===== src/rtl/rheed_crop_stream_pkg.sv =====
// rheed_pkg: shared state encoding, beat geometry helper and pixel normalisation
package rheed_pkg;

    typedef enum logic [1:0] {IDLE, RUN, DONE} state_t;

    function automatic int ppb(input int data_width, input int pixel_width);
        return data_width / pixel_width;
    endfunction

    // MSB-aligned copy of pix cycled over the output width: replicates when widening, truncates LSBs when narrowing
    function automatic logic [31:0] norm_pixel(input logic [31:0] pix, input int ipw, input int opw);
        logic [31:0] out;
        out = '0;
        for (int j = 0; j < 32; j++)
            if (j < opw) out[opw-1-j] = pix[ipw-1-(j%ipw)];
        return out;
    endfunction

endpackage


===== src/rtl/rheed_crop_stream_beat_unpacker.sv =====
// beat_unpacker: holds one wide input beat and presents its pixels one at a time, pixel 0 first
module beat_unpacker
    import rheed_pkg::*;
#(
    parameter int DATA_WIDTH  = 256,
    parameter int PIXEL_WIDTH = 8
) (
    input  logic                   clk,
    input  logic                   srst,
    input  logic                   i_clr,
    input  logic                   i_en,
    input  logic                   i_s_valid,
    input  logic [DATA_WIDTH-1:0]  i_s_data,
    output logic                   o_s_ready,
    output logic                   o_valid,
    output logic [PIXEL_WIDTH-1:0] o_pix,
    input  logic                   i_take,
    input  logic                   i_drop
);

    localparam int PPB = ppb(DATA_WIDTH, PIXEL_WIDTH);
    localparam int IW  = PPB > 1 ? $clog2(PPB) : 1;

    logic [DATA_WIDTH-1:0] r_data;
    logic                  r_full;
    logic [IW-1:0]         r_idx;
    logic                  w_leave;
    logic                  w_load;

    assign w_leave   = i_drop | (i_take & (r_idx == IW'(PPB-1)));
    assign o_s_ready = i_en & (~r_full | w_leave);
    assign w_load    = i_s_valid & o_s_ready;
    assign o_valid   = r_full;
    assign o_pix     = r_data[r_idx*PIXEL_WIDTH +: PIXEL_WIDTH];

    always_ff @(posedge clk or posedge srst) begin
        if (srst) begin
            r_data <= '0;
            r_full <= 1'b0;
            r_idx  <= '0;
        end else if (i_clr) begin
            r_data <= '0;
            r_full <= 1'b0;
            r_idx  <= '0;
        end else if (w_load) begin
            r_data <= i_s_data;
            r_full <= 1'b1;
            r_idx  <= '0;
        end else if (w_leave) begin
            r_full <= 1'b0;
            r_idx  <= '0;
        end else if (i_take) begin
            r_idx  <= r_idx + 1'b1;
        end
    end

endmodule


===== src/rtl/rheed_crop_stream.sv =====
// rheed_crop_stream: unpacks wide pixel beats, crops/decimates a runtime window
// and normalises kept pixels onto a framed one-pixel-per-beat output stream.
module rheed_crop_stream
    import rheed_pkg::*;
#(
    parameter int DATA_WIDTH      = 256,
    parameter int IN_PIXEL_WIDTH  = 8,
    parameter int OUT_PIXEL_WIDTH = 10,
    parameter int IN_ROWS         = 1024,
    parameter int IN_COLS         = 1024,
    parameter int MAX_STRIDE      = 4
) (
    input  logic                               clk,
    input  logic                               srst,
    input  logic                               ap_start,
    output logic                               ap_ready,
    output logic                               ap_idle,
    output logic                               ap_done,
    input  logic [$clog2(IN_COLS)-1:0]         crop_x0,
    input  logic [$clog2(IN_ROWS)-1:0]         crop_y0,
    input  logic [$clog2(IN_COLS+1)-1:0]       crop_w,
    input  logic [$clog2(IN_ROWS+1)-1:0]       crop_h,
    input  logic [$clog2(MAX_STRIDE+1)-1:0]    stride,
    output logic                               cfg_err,
    input  logic                               s_axis_tvalid,
    output logic                               s_axis_tready,
    input  logic [DATA_WIDTH-1:0]              s_axis_tdata,
    output logic                               m_axis_tvalid,
    input  logic                               m_axis_tready,
    output logic [OUT_PIXEL_WIDTH-1:0]         m_axis_tdata,
    output logic                               m_axis_tuser,
    output logic                               m_axis_tlast
);

    localparam int PPB = ppb(DATA_WIDTH, IN_PIXEL_WIDTH);
    localparam int XW  = $clog2(IN_COLS+1) + 1;
    localparam int YW  = $clog2(IN_ROWS+1) + 1;
    localparam int SW  = $clog2(MAX_STRIDE+1);

    state_t                     r_state;
    logic [XW-1:0]              r_x0, r_x1, r_col;
    logic [YW-1:0]              r_y0, r_y1, r_row;
    logic [SW-1:0]              r_stride, r_cph, r_rph;
    logic                       r_err, r_first, r_eval_done;
    logic                       r_mvalid, r_muser, r_mlast;
    logic [OUT_PIXEL_WIDTH-1:0] r_mdata;

    logic                       w_start, w_run, w_pv;
    logic [IN_PIXEL_WIDTH-1:0]  w_pix;
    logic [XW-1:0]              w_x1, w_ncol;
    logic [YW-1:0]              w_y1;
    logic                       w_bad, w_row_in, w_col_in, w_adv, w_drop, w_take, w_keep;
    logic                       w_wrap, w_last_ev, w_last, w_fin;

    assign w_start = (r_state == IDLE) & ap_start;
    assign w_run   = r_state == RUN;
    assign w_x1    = XW'(crop_x0) + XW'(crop_w);
    assign w_y1    = YW'(crop_y0) + YW'(crop_h);
    assign w_bad   = ~|crop_w | ~|crop_h | ~|stride | (stride > SW'(MAX_STRIDE)) |
                     (w_x1 > XW'(IN_COLS)) | (w_y1 > YW'(IN_ROWS));

    // Rows outside the window or skipped by the row stride are dropped a whole beat at a time
    assign w_row_in  = ~r_err & (r_row >= r_y0) & (r_row < r_y1) & ~|r_rph;
    assign w_col_in  = (r_col >= r_x0) & (r_col < r_x1) & ~|r_cph;
    assign w_adv     = w_run & w_pv & ~r_eval_done & (~r_mvalid | m_axis_tready);
    assign w_drop    = w_adv & ~w_row_in;
    assign w_take    = w_adv & w_row_in;
    assign w_keep    = w_take & w_col_in;
    assign w_ncol    = r_col + (w_drop ? XW'(PPB) : XW'(1));
    assign w_wrap    = w_ncol == XW'(IN_COLS);
    assign w_last_ev = w_adv & w_wrap & (r_row == YW'(IN_ROWS-1));
    // Last kept pixel: no further stride step fits inside the window in either axis
    assign w_last    = (r_col + XW'(r_stride) >= r_x1) & (r_row + YW'(r_stride) >= r_y1);
    assign w_fin     = (r_eval_done | w_last_ev) & ~w_keep & (~r_mvalid | m_axis_tready);

    beat_unpacker #(
        .DATA_WIDTH (DATA_WIDTH),
        .PIXEL_WIDTH(IN_PIXEL_WIDTH)
    ) u_unpack (
        .clk      (clk),
        .srst     (srst),
        .i_clr    (w_start),
        .i_en     (w_run & ~r_eval_done),
        .i_s_valid(s_axis_tvalid),
        .i_s_data (s_axis_tdata),
        .o_s_ready(s_axis_tready),
        .o_valid  (w_pv),
        .o_pix    (w_pix),
        .i_take   (w_take),
        .i_drop   (w_drop)
    );

    always_ff @(posedge clk or posedge srst) begin
        if (srst) begin
            r_state     <= IDLE;
            r_x0        <= '0;
            r_x1        <= '0;
            r_y0        <= '0;
            r_y1        <= '0;
            r_stride    <= '0;
            r_col       <= '0;
            r_row       <= '0;
            r_cph       <= '0;
            r_rph       <= '0;
            r_err       <= 1'b0;
            r_first     <= 1'b0;
            r_eval_done <= 1'b0;
            r_mvalid    <= 1'b0;
            r_mdata     <= '0;
            r_muser     <= 1'b0;
            r_mlast     <= 1'b0;
        end else if (w_start) begin
            r_state     <= RUN;
            r_x0        <= XW'(crop_x0);
            r_x1        <= w_x1;
            r_y0        <= YW'(crop_y0);
            r_y1        <= w_y1;
            r_stride    <= stride;
            r_col       <= '0;
            r_row       <= '0;
            r_cph       <= '0;
            r_rph       <= '0;
            r_err       <= w_bad;
            r_first     <= 1'b1;
            r_eval_done <= 1'b0;
            r_mvalid    <= 1'b0;
        end else if (w_run) begin
            if (w_adv) begin
                r_col <= w_wrap ? '0 : w_ncol;
                if (w_wrap) begin
                    r_row <= r_row + 1'b1;
                    r_cph <= '0;
                    if (r_row >= r_y0) r_rph <= ~|r_rph ? r_stride - 1'b1 : r_rph - 1'b1;
                end else if (w_take && r_col >= r_x0) begin
                    r_cph <= ~|r_cph ? r_stride - 1'b1 : r_cph - 1'b1;
                end
            end
            if (w_last_ev) r_eval_done <= 1'b1;
            if (w_keep) begin
                r_mvalid <= 1'b1;
                r_mdata  <= OUT_PIXEL_WIDTH'(norm_pixel(32'(w_pix), IN_PIXEL_WIDTH, OUT_PIXEL_WIDTH));
                r_muser  <= r_first;
                r_mlast  <= w_last;
                r_first  <= 1'b0;
            end else if (m_axis_tready) begin
                r_mvalid <= 1'b0;
            end
            if (w_fin) r_state <= DONE;
        end else if (r_state == DONE) begin
            r_state <= IDLE;
        end
    end

    assign ap_ready      = r_state == IDLE;
    assign ap_idle       = r_state == IDLE;
    assign ap_done       = r_state == DONE;
    assign cfg_err       = r_err;
    assign m_axis_tvalid = r_mvalid;
    assign m_axis_tdata  = r_mdata;
    assign m_axis_tuser  = r_muser;
    assign m_axis_tlast  = r_mlast;

endmodule


===== config.mk =====
export PLATFORM = sky130hd
export DESIGN_NAME = rheed_crop_stream
export DESIGN_NICKNAME = d
export VERILOG_FILES = /design/src/rtl/rheed_crop_stream_pkg.sv /design/src/rtl/rheed_crop_stream_beat_unpacker.sv /design/src/rtl/rheed_crop_stream.sv
export SDC_FILE = /design/constraint.sdc
export NUM_CORES = 1
export LEC_CHECK = 0
export BUFFER_PORTS_ARGS = -buffer_cell sky130_fd_sc_hd__buf_2
export CAP_MARGIN = 20
export CORE_UTILIZATION = 57
export DETAILED_ROUTE_END_ITERATION = 6
export HOLD_SLACK_MARGIN = 0.08
export PLACE_DENSITY = 0.8
export REMOVE_ABC_BUFFERS = 1
export SYNTH_ARGS = -nofsm -noshare
export SYNTH_HDL_FRONTEND = slang
export SYNTH_SLANG_ARGS = --single-unit

===== constraint.sdc =====
create_clock -name clk -period 13.7 [get_ports clk]
set_input_delay 1.37 -clock clk [delete_from_list [all_inputs] [get_ports clk]]
set_output_delay 1.37 -clock clk [all_outputs]
set_load 0.02 [all_outputs]

-- Word-level counts from Yosys, hierarchy flattened
Cells that the tools add are included.
- flip-flop bits (word level): 357
- input port bits: 306
- output and inout bits: 18
- add/subtract/negate cells: 10
- order comparisons: 9
- equality and inequality tests: 6
- shift operators: 1
- multiplexer cells: 44
- bitwise gates (word level): 37
- reduce and logical (&&, ||, !) cells: 33
- operator list (kind ; number):
    256-bit two-way mux ; 2
    256-bit by 9-bit indexed part select with 8-bit output ; 1
    12-bit two-way mux ; 8
    3-bit two-way mux ; 12
    10-bit by 11-bit adder with 12-bit output ; 2
    12-bit by 3-bit adder with 12-bit output ; 2
    12-bit by 10-bit greater-or-equal comparator with 1-bit output ; 2
    12-bit greater-or-equal comparator ; 2
    12-bit by 11-bit > comparator with 1-bit output (second input constant) ; 2
    12-bit < comparator ; 2
    11-bit OR reduction ; 2
    1-bit AND ; 21
    5-bit two-way mux ; 4
    2-bit nonzero test ; 7
    1-bit two-way mux ; 13
    12-bit by 1-bit adder with 12-bit output (second input constant) ; 1
    12-bit by 6-bit adder with 12-bit output ; 1
    12-bit by 10-bit equality test with 1-bit output (second input constant) ; 1
    12-bit by 11-bit equality test with 1-bit output (second input constant) ; 1
    3-bit nonzero test ; 4
    2-bit AND reduction ; 5
    1-bit bitwise OR ; 9
    3-bit AND reduction ; 3
    3-bit OR reduction ; 3
    15 further kinds ; 30

-- Longest topological paths before layout
Gate-level depths: netlist of run 1.
- depth after elaboration: 17
- gate-level depth with buffers: 18

-- Hierarchy
Synthesis of run 1 repeated with hierarchy kept, for this count alone.
- cells, all modules: 2066
- area, all modules: 19498.7 µm²
- modules (own cells, without submodules) (module ; instances ; cells an instance ; area an instance (µm²)):
    beat_unpacker ; 1 ; 1247 ; 12258.0
    rheed_crop_stream ; 1 ; 819 ; 7240.7

-- Least setup slack after synthesis of run 1
OpenSTA, ideal clock, no wires.
- kind: input to register
- start: in m_axis_tready
- end: reg r_row[7]
- library setup time: 0.078 ns
- arrival: 4.333 ns
- data required time: 13.622 ns
- slack: 9.289 ns
- stages on the path: 13
- cells stage by stage: nand2b_1 and3_1 clkbuf_1 o21ai_0 ha_1 ha_1 a41oi_4 or3_4 a2111oi_4 nand4_1 buf_2 or4_1 a21oi_1
- cells in the longest elaborated chain, start to end: 8
- elaborated cells between the ends (all ways): 9
- classes of those cells: add/sub (1); eq/ne (1); mux (1); bitwise (3); reduce/logical (3)
- ends and longest elaborated chain (what ; RTL line ; text):
    start: declaration ; rheed_crop_stream.sv:29 ; input logic m_axis_tready,
    1-bit bitwise OR (*) ; rheed_crop_stream.sv:65 ; assign w_adv = w_run & w_pv & ~r_eval_done & (~r_mvalid | m_axis_tready);
    1-bit AND (*) ; rheed_crop_stream.sv:65 ;
    1-bit AND ; rheed_crop_stream.sv:66 ; assign w_drop = w_adv & ~w_row_in;
    6-bit two-way mux ; rheed_crop_stream.sv:69 ; assign w_ncol = r_col + (w_drop ? XW'(PPB) : XW'(1));
    12-bit by 6-bit adder with 12-bit output ; rheed_crop_stream.sv:69 ;
    12-bit by 11-bit equality test with 1-bit output ; rheed_crop_stream.sv:70 ; assign w_wrap = w_ncol == XW'(IN_COLS);
    2-bit nonzero test (no source line) ; n/a ;
    3-bit AND reduction (no source line) (*) ; n/a ;
    end signal: assignment ; rheed_crop_stream.sv:131 ; r_row <= r_row + 1'b1;
    end: declaration ; rheed_crop_stream.sv:42 ; logic [YW-1:0] r_y0, r_y1, r_row;
Every way passes the cells marked *; elsewhere a longest branch is shown, timed or not.
A chain may end at the register's enable or synchronous reset.

-- Final worst setup path of run 1
- start: reg r_row[7]
- end: reg r_cph[2]
- cells in the longest elaborated chain, start to end: 13
- elaborated cells between the ends (all ways): 18
- classes of those cells: add/sub (1); order compare (2); eq/ne (1); mux (5); bitwise (6); reduce/logical (3)
- ends and longest elaborated chain (what ; RTL line ; text):
    12-bit by 10-bit greater-or-equal comparator with 1-bit output ; rheed_crop_stream.sv:63 ; assign w_row_in = ~r_err & (r_row >= r_y0) & (r_row < r_y1) & ~|r_rph;
    1-bit AND ; rheed_crop_stream.sv:63 ;
    1-bit AND (*) (2 in series) ; rheed_crop_stream.sv:63 ;
    1-bit NOT ; rheed_crop_stream.sv:66 ;
    1-bit AND ; rheed_crop_stream.sv:66 ;
    6-bit two-way mux ; rheed_crop_stream.sv:69 ;
    12-bit by 6-bit adder with 12-bit output ; rheed_crop_stream.sv:69 ;
    12-bit by 11-bit equality test with 1-bit output ; rheed_crop_stream.sv:70 ;
    3-bit two-way mux ; rheed_crop_stream.sv:130 ; if (w_wrap) begin
    3-bit two-way mux ; rheed_crop_stream.sv:128 ; if (w_adv) begin
    3-bit two-way mux ; rheed_crop_stream.sv:127 ; end else if (w_run) begin
    3-bit two-way mux ; rheed_crop_stream.sv:112 ; end else if (w_start) begin
    end signal: assignment ; rheed_crop_stream.sv:135 ; r_cph <= ~|r_cph ? r_stride - 1'b1 : r_cph - 1'b1;
    end: declaration ; rheed_crop_stream.sv:43 ; logic [SW-1:0] r_stride, r_cph, r_rph;
Every way passes the cells marked *; elsewhere a longest branch is shown, timed or not. The select of a mux whose other input is x is not followed.

==> impl_metrics.xml, run 1 <==
<?xml version="1.0" encoding="UTF-8"?>
<metrics>
  <group name="sta">
    <metric name="finalSetupTns" unit="ns">0</metric>
    <metric name="finalHoldViolations" unit="">0</metric>
    <metric name="slew_headroom" unit="">0.177</metric>
    <metric name="fin_worst_hold_slack" unit="ns">0.477</metric>
    <metric name="setup_viol" unit="">0</metric>
    <metric name="maxClockFrequency" unit="MHz">180</metric>
    <metric name="fin_worst_skew" unit="ns">0.0249</metric>
    <metric name="setup_slack" unit="ns">8.13</metric>
    <metric name="rsz0062_at_grt" unit="">false</metric>
    <metric name="final_period_minus_worst_setup_slack" unit="ns">5.57</metric>
    <metric name="final_report_max_slew_violation_count" unit="">0</metric>
    <metric name="post-route-period-util" unit="">0.406</metric>
    <metric name="max_slew.worst_pin.slew" unit="ns">1.23</metric>
  </group>
  <group name="synth">
    <metric name="synth_edf_count" unit="">0</metric>
    <metric name="syn-cell-area" unit="um^2">19800</metric>
    <metric name="yosys.area.top_type" unit="">dfrtp_1</metric>
    <metric name="synthMostInstantiatedCell" unit="">dfrtp_1</metric>
    <metric name="top_cells_by_area_synth" unit="">dfrtp_1 45%, mux2i_1 14%, mux4_2 9.1%</metric>
    <metric name="synth_cell_types" unit="">64</metric>
    <metric name="postSynth.asyncResetShare" unit="">1.00</metric>
    <metric name="synthesized_area_divided_by_synthesized_cell_count" unit="um^2">11.0</metric>
    <metric name="synth_top_flop_cell" unit="">dfrtp_1</metric>
    <metric name="synth-warning-count" unit="">0</metric>
    <metric name="postSynthRegisterBits" unit="">355</metric>
    <metric name="yosysSeqAreaShare" unit="">0.449</metric>
    <metric name="synthCells" unit="">1803</metric>
    <metric name="synth.top_cell.area_share" unit="">0.449</metric>
    <metric name="post_synth_most_frequent_cells" unit="">355 x dfrtp_1, 300 x nor2_1, 269 x mux2i_1</metric>
  </group>
  <group name="worst_setup_path">
    <metric name="worstSetupStartpointType" unit="">flop</metric>
    <metric name="setup.worst_path.end" unit="">r_cph[2]</metric>
    <metric name="ff2ff_setup_slack" unit="ns">8.13</metric>
    <metric name="rr_endpoint" unit="">r_cph[2]</metric>
    <metric name="crit_type" unit="">flop to flop</metric>
    <metric name="crit_fanout" unit="">20</metric>
    <metric name="worst_setup_path_end_kind" unit="">flop</metric>
    <metric name="regToRegStartpoint" unit="">r_row[7]</metric>
    <metric name="rr_worst_depth" unit="">14</metric>
    <metric name="critical_path.startpoint" unit="">r_row[7]</metric>
    <metric name="worst-endpoint-arrival" unit="ns">6.01</metric>
    <metric name="timing.critical_path.required" unit="ns">14.14</metric>
  </group>
  <group name="detailed_routing">
    <metric name="post-route-drc-count" unit="">0</metric>
    <metric name="routed-via-count" unit="">15088</metric>
    <metric name="vias_per_cell" unit="">5.87</metric>
    <metric name="total_wirelength" unit="mm">51.9</metric>
    <metric name="detail_route.iter0.violations" unit="">833</metric>
    <metric name="route.antenna.remaining_nets" unit="">0</metric>
    <metric name="routedWlPerCell" unit="um">20.2</metric>
    <metric name="first_pass_detailed_route_iteration_total" unit="">5</metric>
  </group>
  <group name="floorplanning">
    <metric name="die_h" unit="um">188</metric>
    <metric name="placementRows" unit="">67</metric>
    <metric name="top_level_ports" unit="">324</metric>
    <metric name="fp.dieArea" unit="um^2">35400</metric>
    <metric name="fp.coreArea" unit="um^2">33900</metric>
    <metric name="initial_core_util" unit="">0.584</metric>
    <metric name="fp.dieW" unit="um">188</metric>
  </group>
  <group name="global_route">
    <metric name="largest_net_degree_at_the_start_of_global_routing" unit="">169</metric>
    <metric name="grt-ovfl-total" unit="">0</metric>
    <metric name="global_route_wire_length_before_repair" unit="mm">82.1</metric>
    <metric name="antenna_found_initial" unit="">23</metric>
    <metric name="grt_usage" unit="">0.296</metric>
    <metric name="vias_in_the_first_global_route" unit="">15629</metric>
  </group>
  <group name="pwr">
    <metric name="power_density" unit="nW/um^2">98.3</metric>
    <metric name="vdd_drop_max" unit="mV">0.111</metric>
    <metric name="design_power_total" unit="mW">2.27</metric>
    <metric name="p_leak" unit="nW">13.4</metric>
  </group>
  <group name="placement">
    <metric name="finalWeightedCongestion" unit="">0.862</metric>
    <metric name="placement.setup.worst_slack" unit="ns">8.07</metric>
    <metric name="dpl.hpwl" unit="mm">35.7</metric>
    <metric name="dp.cells" unit="">2480</metric>
    <metric name="number_of_input_and_output_port_buffers_inserted" unit="">323</metric>
    <metric name="detailed_place.area" unit="um^2">21700</metric>
  </group>
  <group name="clocking">
    <metric name="tritoncts.num_buffers" unit="">40</metric>
    <metric name="cts_num_sinks" unit="">355</metric>
    <metric name="cts_htree_levels" unit="">2</metric>
    <metric name="cts-hold-fix-buffers" unit="">0</metric>
    <metric name="cts.path.max_buffers" unit="">3</metric>
    <metric name="root_buffer_cell" unit="">clkbuf_16</metric>
    <metric name="clkLatencyLatePin" unit="ns">0.57</metric>
    <metric name="clkSlewWorstSetupHoldPaths" unit="ns">0.05</metric>
    <metric name="tritoncts" unit="">built</metric>
    <metric name="cts.repair_timing.setup_buffer_count" unit="">0</metric>
    <metric name="post_cts_resized" unit="">0</metric>
  </group>
  <group name="finish">
    <metric name="layout-drive-gt1-share" unit="">0.239</metric>
    <metric name="areaGrowthSynthToFinish" unit="%">16.8</metric>
    <metric name="finish.net_count" unit="">2492</metric>
    <metric name="fin_area" unit="um^2">23100</metric>
    <metric name="final_core_util" unit="">0.682</metric>
    <metric name="instances_no_fill" unit="">2569</metric>
  </group>
  <group name="min_path">
    <metric name="hold_class" unit="">flop to flop</metric>
    <metric name="min_delay_path_depth" unit="">1</metric>
  </group>
  <group name="run">
    <metric name="drv.max_cap_violation_count" unit="">0</metric>
  </group>
  <group name="run_status">
    <metric name="run_status" unit="">finished clean</metric>
  </group>
</metrics>
metal layers:
layer  track usage  up-vias  wire length (um)
li1              -     6989                 -
met1         0.362     7511             20800
met2         0.497      455             25800
met3        0.0836      119              3550
met4         0.112       14              1700
met5             0        -                93
layout make-up:
class,count,area (um^2)
Tap cell,448,561
Antenna cell,15,37.5
Multi-Input combinational cell,1269,10200
Fill cell,2511,10800
Timing Repair Buffer,339,1800
Clock inverter,11,139
Clock buffer,61,1210
Inverter,71,274
Sequential cell,355,8890
placed cells by master, fill, tap and decap left out, types with 22 or more instances in the layout:
cell type  instances
a21o_1            22
inv_1             70
buf_2            323
a21oi_1           59
o21ai_0           68
clkbuf_16         41
nand4_1           22
mux4_2            80
ha_1             106
nand3_1           26
xnor2_1           23
nand2_1          102
xor2_1            23
dfrtp_1          353
nor2_1           300
mux2i_1          269
critical path, cell delays in order (launching register included):
cell and delay, ns:
dfrtp_1 0.48, ha_1 0.32, a21o_1 0.18, a21o_1 0.17, a2111oi_0 0.55, o211a_1 0.45
o21ai_0 0.23, ha_1 0.30, ha_1 0.29, a41oi_4 0.32, o21ai_0 0.23, a2111oi_4 0.39
nand4_1 0.68, and3_1 0.51, a221o_1 0.34
where the power goes:
group	internal, mW	switching [mW]
clock	0.652	0.448
combinational	0.0536	0.0668
sequential	1.05	0
registers in the layout, indices dropped and copies added, names as in the netlist, 2 cells and up:
| name | cells |
|---|---|
| u_unpack.r_data | 256 |
| r_col | 12 |
| r_row | 12 |
| r_x1 | 12 |
| r_y1 | 12 |
| r_x0 | 10 |
| r_y0 | 10 |
| m_axis_tdata | 8 |
| u_unpack.r_idx | 5 |
| r_cph | 3 |
| r_rph | 3 |
| r_stride | 3 |
| r_state | 2 |
cell families after synthesis:
logic type,Yosys count,share of synthesized area
and+or+nand+nor,534,0.118
xor gates and xnor gates,46,0.0204
adders and majority gates,110,0.0711
DFF,355,0.449
AOI/OAI and AO/OA,228,0.0756
buffers and inverters,179,0.0373
muxes,351,0.228
how the worst min path moves through the flow:
| stage | from | endpoint | slack, ns |
|---|---|---|---|
| 2_1_floorplan | r_first | r_first | 0.44 |
| 3_3_place_gp | r_first | r_first | 0.46 |
| 3_5_place_dp | r_first | r_first | 0.47 |
| 4_1_cts | r_first | r_first | 0.48 |
| 5_1_grt | r_first | r_first | 0.50 |
| 6_report | r_first | r_first | 0.48 |
No activity file was read; power rests on OpenSTA's default activity.
==> run 2: changes to the inputs <==
Clock period 13.7 ns to 5.8 ns, I/O delays scaled along.
==> impl_metrics.xml, run 2 (synthesized netlist as in run 1, its figures left out) <==
<?xml version="1.0" encoding="UTF-8"?>
<metrics>
  <group name="worst_setup_path">
    <metric name="worstSetupStartpointType" unit="">flop</metric>
    <metric name="slowest_stage" unit="">nor4_1</metric>
    <metric name="critical_path.startpoint" unit="">r_row[7]</metric>
    <metric name="timing.critical_path.max_delay_family" unit="">compound AO/OA/AOI/OAI gates</metric>
    <metric name="rr_endpoint" unit="">r_row[10]</metric>
    <metric name="timing.critical_path.mode_cell" unit="">ha_1</metric>
    <metric name="rr_worst_depth" unit="">14</metric>
    <metric name="timing.critical_path.required" unit="ns">6.27</metric>
    <metric name="regToRegStartpoint" unit="">r_row[7]</metric>
    <metric name="crit_type" unit="">flop to flop</metric>
    <metric name="critPathMaxStageDelay" unit="ns">0.62</metric>
    <metric name="critical_path.cell_chain" unit="">ha_1, a21o_1, a21o_1, a2111oi_0, o211a_1, o21ai_0, ha_1, ha_1, a41oi_4, xnor2_1, nor3_1, nand4_1, nor4_1, mux2i_1</metric>
    <metric name="ff2ff_setup_slack" unit="ns">0.61</metric>
    <metric name="worst-endpoint-arrival" unit="ns">5.66</metric>
    <metric name="worst_setup_path_end_kind" unit="">flop</metric>
    <metric name="crit_fanout" unit="">12</metric>
    <metric name="timing.critical_path.buf_inv" unit="">0</metric>
  </group>
  <group name="placement">
    <metric name="finalWeightedCongestion" unit="">0.869</metric>
    <metric name="dpl.hpwl" unit="mm">35.4</metric>
    <metric name="number_of_input_and_output_port_buffers_inserted" unit="">323</metric>
  </group>
  <group name="detailed_routing">
    <metric name="routedWlPerCell" unit="um">20.0</metric>
    <metric name="detail_route.iter0.violations" unit="">938</metric>
    <metric name="first_pass_detailed_route_iteration_total" unit="">5</metric>
    <metric name="route.antenna.remaining_nets" unit="">0</metric>
    <metric name="post-route-drc-count" unit="">0</metric>
    <metric name="routed-via-count" unit="">15053</metric>
    <metric name="vias_per_cell" unit="">5.86</metric>
    <metric name="total_wirelength" unit="mm">51.3</metric>
  </group>
  <group name="finish">
    <metric name="largest_reg_flops" unit="">256</metric>
    <metric name="areaGrowthSynthToFinish" unit="%">17.3</metric>
    <metric name="layout-drive-gt1-share" unit="">0.240</metric>
    <metric name="max_flop_register" unit="">u_unpack.r_data</metric>
    <metric name="multi_input_comb_area" unit="um^2">10200</metric>
    <metric name="final_cell_mix" unit="">353 x dfrtp_1, 323 x buf_2, 300 x nor2_1</metric>
    <metric name="mostFrequentLayoutCell" unit="">dfrtp_1</metric>
    <metric name="register_area" unit="um^2">8890</metric>
    <metric name="finish.net_count" unit="">2494</metric>
    <metric name="final_core_util" unit="">0.685</metric>
    <metric name="fill_cells" unit="">2499</metric>
  </group>
  <group name="min_path">
    <metric name="whs_endpoint" unit="">u_unpack.r_data[166]</metric>
    <metric name="min_delay_path_depth" unit="">3</metric>
    <metric name="holdCritStartpoint" unit="">s_axis_tdata[166]</metric>
    <metric name="hold_class" unit="">primary input to flop</metric>
  </group>
  <group name="run">
    <metric name="drv.max_cap_violation_count" unit="">0</metric>
  </group>
  <group name="sta">
    <metric name="final_period_minus_worst_setup_slack" unit="ns">5.19</metric>
    <metric name="rsz0062_at_grt" unit="">false</metric>
    <metric name="slew_headroom" unit="">0.256</metric>
    <metric name="final_report_max_slew_violation_count" unit="">0</metric>
    <metric name="finalHoldViolations" unit="">0</metric>
    <metric name="post-route-period-util" unit="">0.895</metric>
    <metric name="max_slew.worst_pin.slew" unit="ns">1.12</metric>
    <metric name="maxClockFrequency" unit="MHz">193</metric>
    <metric name="setup_viol" unit="">0</metric>
    <metric name="finalSetupTns" unit="ns">0</metric>
    <metric name="fin_worst_skew" unit="ns">0.0281</metric>
  </group>
  <group name="floorplanning">
    <metric name="top_level_ports" unit="">324</metric>
    <metric name="placementRows" unit="">67</metric>
    <metric name="die_h" unit="um">188</metric>
    <metric name="fp.dieW" unit="um">188</metric>
    <metric name="fp.dieArea" unit="um^2">35400</metric>
    <metric name="initial_core_util" unit="">0.584</metric>
    <metric name="fp.coreArea" unit="um^2">33900</metric>
  </group>
  <group name="global_route">
    <metric name="global_route_wire_length_before_repair" unit="mm">82.2</metric>
    <metric name="largest_net_degree_at_the_start_of_global_routing" unit="">206</metric>
    <metric name="grt_usage" unit="">0.294</metric>
    <metric name="grt-ovfl-total" unit="">0</metric>
    <metric name="vias_in_the_first_global_route" unit="">15810</metric>
    <metric name="antenna_found_initial" unit="">22</metric>
  </group>
  <group name="pwr">
    <metric name="power_density" unit="nW/um^2">234</metric>
    <metric name="p_leak" unit="nW">13.5</metric>
    <metric name="vdd_drop_max" unit="mV">0.243</metric>
  </group>
  <group name="clocking">
    <metric name="root_buffer_cell" unit="">clkbuf_16</metric>
    <metric name="tritoncts" unit="">built</metric>
    <metric name="post_cts_resized" unit="">0</metric>
    <metric name="cts.path.max_buffers" unit="">3</metric>
    <metric name="cts_htree_levels" unit="">2</metric>
    <metric name="cts_num_sinks" unit="">355</metric>
    <metric name="tritoncts.num_buffers" unit="">40</metric>
    <metric name="clkLatencyLatePin" unit="ns">0.57</metric>
    <metric name="clkSlewWorstSetupHoldPaths" unit="ns">0.06</metric>
  </group>
  <group name="run_status">
    <metric name="run_status" unit="">finished clean</metric>
  </group>
</metrics>
==> run 2: layout make-up <==
cell class,count,share of cell area
Inverter,71,0.0118
Timing Repair Buffer,341,0.0803
Clock buffer,58,0.0512
Multi-Input combinational cell,1269,0.439
Sequential cell,355,0.383
Antenna cell,13,0.00140
Tap cell,448,0.0242
Clock inverter,13,0.00895
==> run 2: worst reg2reg max path, cell delays in order (launching register included) <==
cell and delay, ns:
dfrtp_1 0.47, ha_1 0.33, a21o_1 0.18, a21o_1 0.18
a2111oi_0 0.56, o211a_1 0.45, o21ai_0 0.20, ha_1 0.29
ha_1 0.30, a41oi_4 0.32, xnor2_1 0.18, nor3_1 0.29
nand4_1 0.52, nor4_1 0.63, mux2i_1 0.24
==> run 2: worst max path at each step <==
stage | to | slack (ns) | depth (start not counted)
floorplan | u_unpack.r_data[0] | -16.82 | 8
global placement | r_row[6] | 0.91 | 14
detailed placement | r_row[10] | 0.76 | 14
CTS | r_row[10] | 0.73 | 14
global route | r_row[10] | 0.30 | 14
finish | r_row[10] | 0.61 | 14
==> run 2: where the power goes <==
part | internal [mW] | total (mW) | switching [mW]
logic | 0.128 | 0.284 | 0.156
registers | 2.48 | 2.48 | 0
clock network | 1.61 | 2.68 | 1.07
total | 4.22 | 5.44 | 1.22
==> run 2: per-stage QoR <==
stage / hold slack [ns] / worst slack (ns) / power [mW] / cells / instance area, um^2
global route: 0.239 / 0.299 / 5.60 / 2566 / 23200
finish: 0.245 / 0.610 / 5.44 / 2568 / 23200
detailed placement: 0.465 / 0.761 / 2.81 / 2482 / 21700
global placement: 0.455 / 0.913 / 2.80 / 2482 / 21700
floorplan: 0.444 / -16.82 / 2.65 / 1695 / 19300
CTS: 0.222 / 0.727 / 5.47 / 2553 / 23100
==> run 2: layer usage <==
layer / global-route usage / share of wire / up-vias
met5: 0 / 0.0020 / -
met4: 0.127 / 0.037 / 14
met3: 0.0708 / 0.065 / 125
met2: 0.496 / 0.50 / 457
met1: 0.360 / 0.40 / 7465
li1: - / - / 6992
==> run 2: timing repair <==
action | in CTS | in global routing
hold buffers | 0 | 1
endpoints found under the hold margin | 0 | 34
setup endpoints to repair | 0 | 0
buffers inserted | 0 | 0
